[config.mk]
export PLATFORM = sky130hd
export DESIGN_NAME = seg_display_mux
export DESIGN_NICKNAME = d
export VERILOG_FILES = /design/src/rtl/seg_display_mux.sv
export SDC_FILE = /design/constraint.sdc
export NUM_CORES = 1
export LEC_CHECK = 0
export CAP_MARGIN = 20
export CORE_MARGIN = 5
export CORE_UTILIZATION = 30
export CTS_CLUSTER_SIZE = 20
export DETAILED_ROUTE_END_ITERATION = 10
export DONT_BUFFER_PORTS = 1
export PLACE_DENSITY = 0.5
export RECOVER_POWER = 50
export SLEW_MARGIN = 0
export SYNTH_ARGS = -nofsm -noshare
export SYNTH_HDL_FRONTEND = slang
export SYNTH_SLANG_ARGS = --single-unit
[constraint.sdc]
create_clock -name clk -period 6.5 [get_ports clk]
set_clock_uncertainty 0.05 [all_clocks]
set_input_delay 1.95 -clock clk [delete_from_list [all_inputs] [get_ports clk]]
set_output_delay 1.95 -clock clk [all_outputs]
set_load 0.02 [all_outputs]
[src/rtl/seg_display_mux.sv]
// Multiplexed 7-segment driver: serial binary-to-BCD converter, held display register and windowed scan.
// Latency: a load commits to the display VALUE_W+1 clocks later; seg/an/dp are registered one clock after the scan index.
// Backpressure: busy is high while converting; a load seen while busy is parked in a one-deep latest-wins slot. Optional cursor blink under SEG_BLINK_EN.
module seg_display_mux #(
    parameter int NUM_DIGITS  = 4,
    parameter int VALUE_W     = 20,
    parameter int BCD_DIGITS  = 6,
    parameter int REFRESH_DIV = 100000,
    parameter int BLINK_DIV   = 250,
    localparam int WIN_W      = (BCD_DIGITS > 1) ? $clog2(BCD_DIGITS) : 1,
    localparam int CUR_W      = $clog2(NUM_DIGITS)
) (
    input  logic                  clk,
    input  logic                  rst,
    input  logic [VALUE_W-1:0]    value,
    input  logic                  load,
    output logic                  busy,
    output logic                  overflow,
    input  logic [WIN_W-1:0]      window_lsd,
    input  logic [NUM_DIGITS-1:0] dp_pos,
    input  logic                  blank_lz,
    input  logic                  cursor_en,
    input  logic [CUR_W-1:0]      cursor,
    output logic [6:0]            seg,
    output logic [NUM_DIGITS-1:0] an,
    output logic                  dp
);

    localparam int BCD_W = 4 * BCD_DIGITS;
    localparam int CNT_W = $clog2(VALUE_W + 1);
    localparam int REF_W = (REFRESH_DIV > 1) ? $clog2(REFRESH_DIV) : 1;
    localparam int IDX_W = ((WIN_W > CUR_W) ? WIN_W : CUR_W) + 1;

    localparam logic [6:0] SEG_BLANK = 7'b1111111;
    localparam logic [6:0] SEG_DASH  = 7'b0111111;

    typedef enum logic [1:0] {S_IDLE, S_CONV, S_COMMIT} state_t;

    state_t             state_q, state_d;
    logic               load_q;
    logic               load_pulse;
    logic               start_conv;
    logic               use_pend;
    logic               do_commit;
    logic [VALUE_W-1:0] start_val;
    logic [VALUE_W-1:0] sh_q;
    logic [BCD_W-1:0]   bcd_q;
    logic [BCD_W-1:0]   bcd_adj;
    logic               ovf_acc_q;
    logic [CNT_W-1:0]   bit_cnt_q;
    logic               pend_vld_q;
    logic [VALUE_W-1:0] pend_dat_q;
    logic [BCD_W-1:0]   disp_bcd_q;
    logic               ovf_q;

    // A held load level counts once, so only its rising edge is a request.
    assign load_pulse = load & ~load_q;
    assign busy       = (state_q != S_IDLE);
    assign overflow   = ovf_q;
    assign start_val  = use_pend ? pend_dat_q : value;

    // Converter state register.
    always_ff @(posedge clk or posedge rst) begin
        if (rst) begin
            state_q <= S_IDLE;
            load_q  <= 1'b0;
        end else begin
            state_q <= state_d;
            load_q  <= load;
        end
    end

    // Converter next state; a load arriving during COMMIT is newer than the parked one.
    always_comb begin
        state_d    = state_q;
        start_conv = 1'b0;
        use_pend   = 1'b0;
        do_commit  = 1'b0;
        case (state_q)
            S_IDLE: begin
                if (load_pulse) begin
                    state_d    = S_CONV;
                    start_conv = 1'b1;
                end
            end
            S_CONV: begin
                if (bit_cnt_q == CNT_W'(VALUE_W - 1)) state_d = S_COMMIT;
            end
            S_COMMIT: begin
                do_commit = 1'b1;
                if (load_pulse || pend_vld_q) begin
                    state_d    = S_CONV;
                    start_conv = 1'b1;
                    use_pend   = ~load_pulse;
                end else begin
                    state_d = S_IDLE;
                end
            end
            default: state_d = S_IDLE;
        endcase
    end

    // Double-dabble correction: every nibble of 5 or more gets +3 before the shift.
    always_comb begin
        bcd_adj = bcd_q;
        for (int i = 0; i < BCD_DIGITS; i++) begin
            if (bcd_q[i*4 +: 4] >= 4'd5) bcd_adj[i*4 +: 4] = bcd_q[i*4 +: 4] + 4'd3;
        end
    end

    // Shift datapath, pending slot and display register.
    always_ff @(posedge clk or posedge rst) begin
        if (rst) begin
            sh_q       <= '0;
            bcd_q      <= '0;
            ovf_acc_q  <= 1'b0;
            bit_cnt_q  <= '0;
            pend_vld_q <= 1'b0;
            pend_dat_q <= '0;
            disp_bcd_q <= '0;
            ovf_q      <= 1'b0;
        end else begin
            if (start_conv) begin
                sh_q      <= start_val;
                bcd_q     <= '0;
                ovf_acc_q <= 1'b0;
                bit_cnt_q <= '0;
            end else if (state_q == S_CONV) begin
                bcd_q     <= {bcd_adj[BCD_W-2:0], sh_q[VALUE_W-1]};
                ovf_acc_q <= ovf_acc_q | bcd_adj[BCD_W-1];
                sh_q      <= sh_q << 1;
                bit_cnt_q <= bit_cnt_q + CNT_W'(1);
            end
            if (load_pulse && (state_q == S_CONV)) begin
                pend_vld_q <= 1'b1;
                pend_dat_q <= value;
            end else if (start_conv) begin
                pend_vld_q <= 1'b0;
            end
            if (do_commit) begin
                disp_bcd_q <= bcd_q;
                ovf_q      <= ovf_acc_q;
            end
        end
    end

    logic [REF_W-1:0] ref_cnt_q;
    logic [CUR_W-1:0] scan_p_q;
    logic             scan_tick;

    assign scan_tick = (ref_cnt_q == REF_W'(REFRESH_DIV - 1));

    // Refresh prescaler and scan position.
    always_ff @(posedge clk or posedge rst) begin
        if (rst) begin
            ref_cnt_q <= '0;
            scan_p_q  <= '0;
        end else if (scan_tick) begin
            ref_cnt_q <= '0;
            scan_p_q  <= (scan_p_q == CUR_W'(NUM_DIGITS - 1)) ? '0 : scan_p_q + CUR_W'(1);
        end else begin
            ref_cnt_q <= ref_cnt_q + REF_W'(1);
        end
    end

    logic cursor_hit;

`ifdef SEG_BLINK_EN
    localparam int BLK_W = (BLINK_DIV > 1) ? $clog2(BLINK_DIV) : 1;
    logic [BLK_W-1:0] blink_cnt_q;
    logic             blink_ph_q;

    // Blink phase flips after every BLINK_DIV scan steps.
    always_ff @(posedge clk or posedge rst) begin
        if (rst) begin
            blink_cnt_q <= '0;
            blink_ph_q  <= 1'b0;
        end else if (scan_tick) begin
            if (blink_cnt_q == BLK_W'(BLINK_DIV - 1)) begin
                blink_cnt_q <= '0;
                blink_ph_q  <= ~blink_ph_q;
            end else begin
                blink_cnt_q <= blink_cnt_q + BLK_W'(1);
            end
        end
    end

    assign cursor_hit = cursor_en & blink_ph_q & (scan_p_q == cursor);
`else
    logic unused_cursor;
    assign unused_cursor = ^{cursor_en, cursor};
    assign cursor_hit    = 1'b0;
`endif

    function automatic logic [6:0] seg_decode(input logic [3:0] d);
        case (d)
            4'd0:    seg_decode = 7'b1000000;
            4'd1:    seg_decode = 7'b1111001;
            4'd2:    seg_decode = 7'b0100100;
            4'd3:    seg_decode = 7'b0110000;
            4'd4:    seg_decode = 7'b0011001;
            4'd5:    seg_decode = 7'b0010010;
            4'd6:    seg_decode = 7'b0000010;
            4'd7:    seg_decode = 7'b1111000;
            4'd8:    seg_decode = 7'b0000000;
            4'd9:    seg_decode = 7'b0010000;
            default: seg_decode = SEG_BLANK;
        endcase
    endfunction

    logic [IDX_W-1:0]      idx;
    logic [3:0]            digit;
    logic                  in_range;
    logic                  upper_zero;
    logic                  dp_above;
    logic                  lz_blank;
    logic [6:0]            seg_d;
    logic                  dp_d;
    logic [NUM_DIGITS-1:0] an_d;

    // Pick the windowed digit and decide overflow / blanking / cursor in priority order.
    always_comb begin
        idx        = IDX_W'(window_lsd) + IDX_W'(scan_p_q);
        in_range   = (idx < IDX_W'(BCD_DIGITS));
        digit      = 4'd0;
        upper_zero = 1'b1;
        dp_above   = 1'b0;
        for (int i = 0; i < BCD_DIGITS; i++) begin
            if (IDX_W'(i) == idx) digit = disp_bcd_q[i*4 +: 4];
            if ((IDX_W'(i) >= idx) && (disp_bcd_q[i*4 +: 4] != 4'd0)) upper_zero = 1'b0;
        end
        // A lit DP at or left of this position keeps the zero visible.
        for (int j = 0; j < NUM_DIGITS; j++) begin
            if ((CUR_W'(j) >= scan_p_q) && dp_pos[j]) dp_above = 1'b1;
        end
        lz_blank = blank_lz & upper_zero & (scan_p_q != '0) & ~dp_above;
        if (ovf_q)                     seg_d = SEG_DASH;
        else if (!in_range || lz_blank) seg_d = SEG_BLANK;
        else if (cursor_hit)           seg_d = SEG_BLANK;
        else                           seg_d = seg_decode(digit);
        dp_d = ovf_q ? 1'b1 : ~dp_pos[scan_p_q];
        an_d = ~(NUM_DIGITS'(1) << scan_p_q);
    end

    // Registered pin drivers.
    always_ff @(posedge clk or posedge rst) begin
        if (rst) begin
            seg <= SEG_BLANK;
            an  <= '1;
            dp  <= 1'b1;
        end else begin
            seg <= seg_d;
            an  <= an_d;
            dp  <= dp_d;
        end
    end

endmodule
== Word level (Yosys, flattened, before mapping) ==
Memory sizes are Yosys's and may differ from the RTL's.
Index checks and enable logic that the tools add are counted.
Word-level totals
  output and inout port bits: 14
  memory bits (read-only): 112
  logic and storage cells: 144
  input bits: 34
  bits in registers: 130
  memories: 1
Memories
  (no name shown): depth 16, bits a word 7, rd ports 1, clocked after memory_dff 0, write ports 0, RTL line 196  | case (d)
Cells by class
  equal/unequal tests: 12
  multiplexer cells: 50
  reductions and logical operators: 27
  bitwise operators: 10
  $add $sub $neg: 10
  shifts and indexed selects: 1
  magnitude comparators: 18
Operators with widths (count)
  $mux 20: 3
  $mux 24: 2
  $mux 4: 12
  $add 4x2->4 const B: 6
  $ge 4x3->1 const B: 6
  $reduce_bool 4->1: 6
  $mux 1: 22
  $add 17x1->17 const B: 1
  $eq 17x17->1 const B: 1
  $mux 17: 1
  $mux 7: 2
  $logic_and 1x1->1: 11
  $mux 5: 2
  $eq 2x4->1 const A: 2
  $eq 3x4->1 const A: 2
  $ge 1x4->1 const A: 2
  $ge 2x4->1 const A: 2
  $ge 3x4->1 const A: 2
  $reduce_bool 2->1: 4
  $mux 2: 3
  $pmux 2 s3: 1
  $add 5x1->5 const B: 1
  $eq 5x5->1 const B: 1
  $add 3x2->4: 1
  21 further kinds: 32

== Logic depth before layout (Yosys ltp) ==
Gate-level depths: netlist of the first run.
  depth in word-level cells: 15
  depth in mapped cells: 11
  mapped depth without buffers: 10

== Worst setup path before layout of the first run ==
OpenSTA, ideal clock, no wires.
  path type: input port to flip-flop
  start point: in window_lsd[0]
  end point: reg seg[3]
  path buffers: 1
  required time: 6.359 ns
  stages: 10
  path slack: 2.106 ns
  arrival: 4.254 ns
  setup time: 0.091 ns
  cell sequence: ha_1 -> fa_1 -> buf_6 -> nor3b_1 -> a31oi_1 -> o22ai_1 -> inv_1 -> ha_1 -> and3b_2 -> o31ai_1
Between the ends
  longest elaborated chain between the ends: 15
  elaborated cells on any way between the ends: 40
  classes of those cells: add/sub: 1; order compare: 7; eq/ne: 5; mux: 14; bitwise: 3; reduce/logical: 9; memory: 1
RTL lines
  start, declared: RTL line 19  | input logic [WIN_W-1:0] window_lsd,
  $add 3x2->4 (*): RTL line 223  | idx = IDX_W'(window_lsd) + IDX_W'(scan_p_q);
  $ge 1x4->1: RTL line 230  | if ((IDX_W'(i) >= idx) && (disp_bcd_q[i*4 +: 4] != 4'd0)) upper_zero = 1'b0;
  $logic_and 1x1->1: RTL line 230
  $mux 1 (6 in series): RTL line 230
  $and 1x1->1 (3 in series): RTL line 236  | lz_blank = blank_lz & upper_zero & (scan_p_q != '0) & ~dp_above;
  $logic_or 1x1->1: RTL line 238  | else if (!in_range || lz_blank) seg_d = SEG_BLANK;
  $mux 7 (*): RTL line 238
  $mux 7 (*): RTL line 237  | if (ovf_q) seg_d = SEG_DASH;
  net seg_d[3]: RTL line 217  | logic [6:0] seg_d;
  end signal, assigned: RTL line 252  | seg <= seg_d;
  end, declared: RTL line 24  | output logic [6:0] seg,
Mark *: on every way through the listed nets, which the timed path passes. The rest lies on a longest branch.
A chain may end at the register's enable or synchronous reset.

== Worst setup path after layout of the first run ==
Ends and elaborated chain as after synthesis.

==> impl_metrics.yaml, run 1 <==
synth:
  synth_compound_area_share_pct: 15.8
  synth_top_cell_by_area: "dfrtp_1"
  ys_top_cells_by_area: "dfrtp_1 (47%), dfstp_2 (5.0%), ha_1 (4.9%), nand2_1 (4.4%), o22ai_1 (3.8%)"
  synthMostInstantiatedCell: "dfrtp_1"
  synth_top_family_by_area: "compound AO/OA/AOI/OAI gates"
  ys_async_sr_fraction_pct: 100
  synthMuxAreaShare_pct: 6.80
  synth_ff_type: "dfrtp_1"
  synth-xor-area-share_pct: 4.28
  seq_area_frac_synth_pct: 51.5
  synth_nets: 662
  synth_edf_count: 0
  yosysTopAreaCellShare_pct: 46.5
  synth-seq-cells: 130
  netlist_instances: 602
  syn-cell-area_um2: 6350
  synth_fa_ha_area_share_pct: 5.24
  synth-simple-area-share_pct: 12.8
  syn_area_per_cell_um2: 10.5
  yosysUniqueCellTypes: 57
  synth_commonest_cells: "dfrtp_1 (118), nand2_1 (75), o21ai_0 (42)"
  yosys_warnings: 0
die:
  fp.dieW_um: 155
  start_util_pct: 30.3
  core_um2: 21000
  std_cell_rows: 53
  io-pin-count: 48
  die_area_um2: 24200
  die_h_um: 155
power_and_ir_drop:
  switching_share_pct: 32.5
  p_int_mw: 2.16
  cellLeakagePower_nw: 3.06
  combPwrFrac_pct: 26.9
  power_frac_seq_pct: 40.6
  clock_power_share_pct: 32.5
  switching_power_mw: 1.04
  vdd_drop_max_v: 0.000191
  p_per_area_nw_per_um2: 439
clock_tree:
  clockBufferDepth: 2
  cts_tree: "yes"
  cts-root-buf: "clkbuf_16"
  cts_made_buffers: 17
  post_cts_resized: 0
  hold_buffers: 0
  clkSinkCount: 130
  cts.htree.levels: 4
  post_cts_buffers: 0
  clk_pin_slew_ns: 0.06
  clock_latency_ns: 0.42
critical_path:
  r2r-end: "seg[3]"
  r2r_slack_ns: 3.27
  worstReg2RegStart: "scan_p_q[0]"
  cp.required_ns: 6.78
  critPathMaxFanout: 12
  arrival_ns: 4.57
  startpoint: "window_lsd[0]"
  end_kind: "flop"
  r2r_cells: 9
  crit_path_cell_trace: "ha_1 > fa_1 > nor3b_1 > a31oi_1 > o22ai_1 > inv_1 > ha_1 > and3b_2 > o31ai_1"
  cp_slowest_cell: "fa_1"
  crit_path_frequent_cell: "ha_1"
  endpoint: "seg[3]"
  worstSetupStartpointType: "input pin"
  cpPeakStageDelay_ns: 0.78
  crit_type: "input pin to flop"
cells_and_area:
  finalInstanceArea_um2: 7290
  drive_above_1_share_pct: 13.7
  syn2layout_area_growth_pct: 14.8
  diodes: 0
  finalNetCount: 662
grt:
  grt_overflow_total: 0
  antenna_found_initial: 0
  grt.total_usage_pct: 11.5
  grt_first_pass_wirelength_um: 22700
  first_global_vias: 4558
  grt_start_max_net_pins: 84
sta:
  max_freq_ghz: 0.233
  hold_violations: 0
  setup_viol: 0
  max-slew-margin-rel_pct: 3.45
  drv_slew: 0
  period_share_pct: 66.0
  worstMarginPinSlew_ns: 1.45
  final.setup.tns_ns: 0
  hold_slack_ns: 0.427
  fin_crit_ns: 4.29
  rsz0062_at_grt: "no"
outcome:
  status: "completed"
job:
  maxCapViolations: 0
route:
  wl_per_cell_um: 14.9
  first_pass_iters: 4
  drt_wl_total_um: 13200
  drtAntennaViolNets: 0
  viasPerCell: 4.99
  drt_iter0_markers: 219
  drc: 0
  vias: 4428
placement:
  io_buffer_count: 0
  dp_hpwl_um: 8790
  gp_congestion: 0.770
  placed_area_um2: 6610
worst_hold_path:
  hp-class: "flop to flop"
  hold_depth: 1
sequential cells by signal, summed over array words and instances (netlist names):
signal and cells:
pend_dat_q 20, disp_bcd_q 24, sh_q 20, bcd_q 24, overflow 1, ref_cnt_q 17, ovf_acc_q 1, load_q 1
pend_vld_q 1, scan_p_q 2, dp 1, bit_cnt_q 5, seg 7, state_q 2, an 4
metal layers:
metal | track usage (%) | vias up | wire [um]
met4 | 4.88 | 0 | 236
met1 | 15.0 | 2175 | 6240
li1 | - | 2141 | -
met2 | 17.9 | 93 | 5940
met5 | 0 | - | 0
met3 | 3.45 | 19 | 803
final cells by class:
class | instances | area [um^2]
clock buffer | 20 | 457
timing repair buffer | 9 | 83.8
sequential | 130 | 3270
fill | 2129 | 13700
tap | 275 | 344
multi-input combinational | 417 | 2850
inverter | 27 | 103
clock inverter | 10 | 183
placed cells by master, fill, tap and decap left out, drive strengths merged, types with 4 or more instances in the layout:
| cell | n |
|---|---|
| o22ai | 40 |
| o32ai | 5 |
| a32o | 6 |
| nand2 | 75 |
| nand4 | 4 |
| xor2 | 17 |
| inv | 26 |
| dfrtp | 118 |
| a21oi | 41 |
| ha | 25 |
| nand2b | 12 |
| clkinvlp | 4 |
| nor2b | 5 |
| mux2i | 9 |
| clkbuf | 23 |
| nor4 | 5 |
| o31ai | 11 |
| xnor2 | 14 |
| buf | 6 |
| bufinv | 5 |
| o21ai | 42 |
| mux4 | 4 |
| dfstp | 12 |
| mux2 | 21 |
| nand3 | 20 |
| a31oi | 4 |
| nor2 | 27 |
power groups by stage:
stage | combinational (mW) | clock, mW | sequential (mW)
3_3_place_gp | 0.826 | 0 | 1.30
4_1_cts | 0.863 | 1.06 | 1.30
2_1_floorplan | 0.713 | 0 | 1.25
6_report | 0.861 | 1.04 | 1.30
3_5_place_dp | 0.856 | 0 | 1.31
5_1_grt | 0.992 | 1.10 | 1.34
logic make-up after synthesis:
family	Yosys count
multiplexers	34
adder cells (fa/ha/maj)	26
AO/OA/AOI/OAI	157
flip-flops	130
AND/OR/NAND/NOR	169
buffers and inverters	55
XOR/XNOR	31
worst max-delay path, delay by kind of cell:
kind | cells | cell delay [ns]
fa+ha+maj | 3 | 1.25
simple gates | 2 | 0.31
compound gates | 3 | 0.88
buf+inv | 1 | 0.17
how the worst min path moves through the flow:
stage	from	to	slack [ns]
after floorplan	ovf_acc_q	ovf_acc_q	0.40
after global placement	pend_vld_q	pend_vld_q	0.41
after detailed placement	pend_vld_q	pend_vld_q	0.42
after CTS	pend_vld_q	pend_vld_q	0.43
after global routing	pend_vld_q	pend_vld_q	0.46
final	pend_vld_q	pend_vld_q	0.43
per-stage QoR:
stage	setup WS (ns)	total power [mW]	instances	utilization [%]
final	2.21	3.20	888	34.8
after global routing	2.07	3.43	888	34.8
after CTS	2.21	3.23	884	34.6
after detailed placement	1.78	2.17	854	31.6
after global placement	1.81	2.12	854	31.6
after floorplan	1.05	1.96	602	-
No activity file was read; power rests on OpenSTA's default activity.
==> run 2: changes to the inputs <==
ABC_AREA = 1   (was not set)
clock period = 4.2 ns   (was 6.5 ns; I/O delays follow)
==> run 2 against run 1 <==
The run now ends with max-capacitance violations, max-slew violations left. Count of clock-buffer cells in the layout shrank 2. Setup slack lost 1.3 ns. Routed wire length grew 6.0%. Global-route usage grew 0.49 points. Sequential power grew 52%. Final area grew 1.3%. Utilization grew 0.13 points. Combinational power grew 75%. Highest routed layer unchanged.
==> impl_metrics.yaml, run 2 <==
route:
  drt_iter0_markers: 304
  routed.top_layer: "met4"
  drt_wl_total_um: 14000
  dr_wl_met3_um: 737
  vias: 4890
  met2_length_um: 6230
  drtAntennaViolNets: 0
  first_pass_iters: 5
  wl_per_cell_um: 13.7
  drc: 0
  wl_met1_um: 6810
  viasPerCell: 4.79
outcome:
  status: "finished with violations"
  violations: "max-capacitance violations, max-slew violations"
clock_tree:
  cts-root-buf: "clkbuf_16"
  clock_latency_ns: 0.42
  cts.htree.levels: 4
  post_cts_buffers: 0
  clk_pin_slew_ns: 0.06
  cts_made_buffers: 17
  cts_tree: "yes"
  hold_buffers: 0
  post_cts_resized: 0
  clockBufferDepth: 2
  clkSinkCount: 130
die:
  std_cell_rows: 53
  die_h_um: 157
  core_um2: 21200
  io-pin-count: 48
  start_util_pct: 30.7
  fp.dieW_um: 157
  die_area_um2: 24700
sta:
  rsz0062_at_grt: "no"
  fin_crit_ns: 3.26
  max-slew-margin-rel_pct: -11.6
  period_share_pct: 77.7
  finalWorstSetupSlack_ns: 0.938
  hold_violations: 0
  max_freq_ghz: 0.307
  worstMarginPinSlew_ns: 1.67
  drv_slew: 33
  final.setup.tns_ns: 0
  setup_viol: 0
  hold_slack_ns: 0.391
power_and_ir_drop:
  cellLeakagePower_nw: 3.36
  p_per_area_nw_per_um2: 675
  vdd_drop_max_v: 0.000338
synth:
  syn-cell-area_um2: 6490
  synth_edf_count: 0
  seq_area_frac_synth_pct: 50.3
  synth_commonest_cells: "dfrtp_1 (118), nand2_1 (108), inv_1 (86)"
  synth_ff_type: "dfrtp_1"
  yosysTopAreaCellShare_pct: 45.5
  synth_top_cell_by_area: "dfrtp_1"
  synth_nets: 787
  yosysUniqueCellTypes: 42
  netlist_instances: 727
  yosys_warnings: 0
  ys_top_cells_by_area: "dfrtp_1 (45%), nand2_1 (6.2%), o21ai_0 (5.2%), inv_1 (5.0%), dfstp_2 (4.9%)"
  synth-seq-cells: 130
  synthMostInstantiatedCell: "dfrtp_1"
  ys_async_sr_fraction_pct: 100
  syn_area_per_cell_um2: 8.93
critical_path:
  r2r_cells: 14
  critPathMaxFanout: 13
  cp.required_ns: 4.48
  crit_path_cell_trace: "ha_1 > fa_1 > nand2_1 > nand2_2 > nand2_1 > inv_1 > nand3_1 > nand4_1 > nor2_1 > inv_1 > ha_1 > nand3b_1 > nand3_1 > nand4_1"
  arrival_ns: 3.54
  end_kind: "flop"
  worstSetupStartpointType: "input pin"
  cp_slowest_cell: "fa_1"
  cpPeakStageDelay_ns: 0.38
  crit_type: "input pin to flop"
cells_and_area:
  diodes: 0
  finalNetCount: 792
  drive_above_1_share_pct: 13.3
  final_common_cell: "dfrtp_1"
  layout_common_cells: "dfrtp_1 (118), nand2_1 (108), inv_1 (87), o21ai_0 (68), nor2_1 (51)"
  post-route-util_pct: 34.9
  syn2layout_area_growth_pct: 13.7
  largest_registers: "bcd_q (24), disp_bcd_q (24)"
placement:
  place_ws_ns: 0.499
  io_buffer_count: 0
  gp_congestion: 0.792
  dp_hpwl_um: 9700
grt:
  grt_first_pass_wirelength_um: 24100
  grt_overflow_total: 0
  grt_start_max_net_pins: 46
  antenna_found_initial: 0
  first_global_vias: 4935
  grt.total_usage_pct: 12.0
job:
  maxCapViolations: 1
worst_hold_path:
  hp-class: "flop to flop"
  hold_depth: 1
## run 2: changes by cell type after synthesis, moves of 18 or more
| cell | before | now |
|---|---|---|
| nor2_1 | 25 | 49 |
| nand4_1 | 4 | 22 |
| inv_1 | 27 | 86 |
| nand3_1 | 20 | 40 |
| o21ai_0 | 42 | 68 |
| nand2_1 | 75 | 108 |
## run 2: path summary, 6_finish.rpt
| check | startpoint | end | slack [ns] |
|---|---|---|---|
| max in group asynchronous | rst | scan_p_q[0] | 1.35 |
| min in group asynchronous | rst | bcd_q[4] | 0.78 |
| worst max register to register | scan_p_q[0] | seg[3] | 1.27 |
| worst min register to register | ref_cnt_q[16] | ref_cnt_q[16] | 0.39 |
| worst max-delay path | window_lsd[0] | seg[3] | 0.94 |
| worst min-delay path | ref_cnt_q[16] | ref_cnt_q[16] | 0.39 |
## run 2: through the flow
| stage | total power [mW] | cells | area [um^2] |
|---|---|---|---|
| 3_3_place_gp | 3.49 | 987 | 6810 |
| 4_1_cts | 5.06 | 1019 | 7400 |
| 3_5_place_dp | 3.52 | 987 | 6810 |
| 6_report | 4.99 | 1020 | 7390 |
| 2_1_floorplan | 3.15 | 727 | 6500 |
| 5_1_grt | 5.38 | 1020 | 7390 |
## run 2: cells by family (layout without fill, tap and decap cells)
family / after synthesis / count (layout) / synth area share, %
compound gates: 167 / 167 / 14.5
flops: 130 / 130 / 50.3
buf+inv: 118 / 136 / 7.11
simple gates: 260 / 260 / 18.7
fa+ha+maj: 26 / 26 / 5.13
mux: 20 / 20 / 3.47
xor+xnor: 6 / 6 / 0.809
## run 2: where the power goes
part / internal, mW / switching, mW / total [mW]
registers: 1.69 / 0.279 / 1.97
logic: 0.595 / 0.916 / 1.51
clock network: 0.894 / 0.610 / 1.50
total: 3.18 / 1.80 / 4.99
## run 2: critical path: cells and delay by family
family        cells  cell delay, ns
simple gates      9            1.29
fa+ha+maj         3            0.79
buf+inv           2            0.20
## run 2: cell type report
type,instances,area [um^2]
sequential,130,3270
fill,2175,13800
timing repair buffer,8,65.1
clock inverter,14,166
multi-input combinational,479,2750
tap,275,344
clock buffer,18,429
inverter,96,364
## run 2: routing by layer
metal  vias to the layer above  GRT usage (%)
met5                         -              0
met4                         0           4.51
met3                        18           3.71
met2                        82           18.7
met1                      2298           15.8
li1                       2492              -
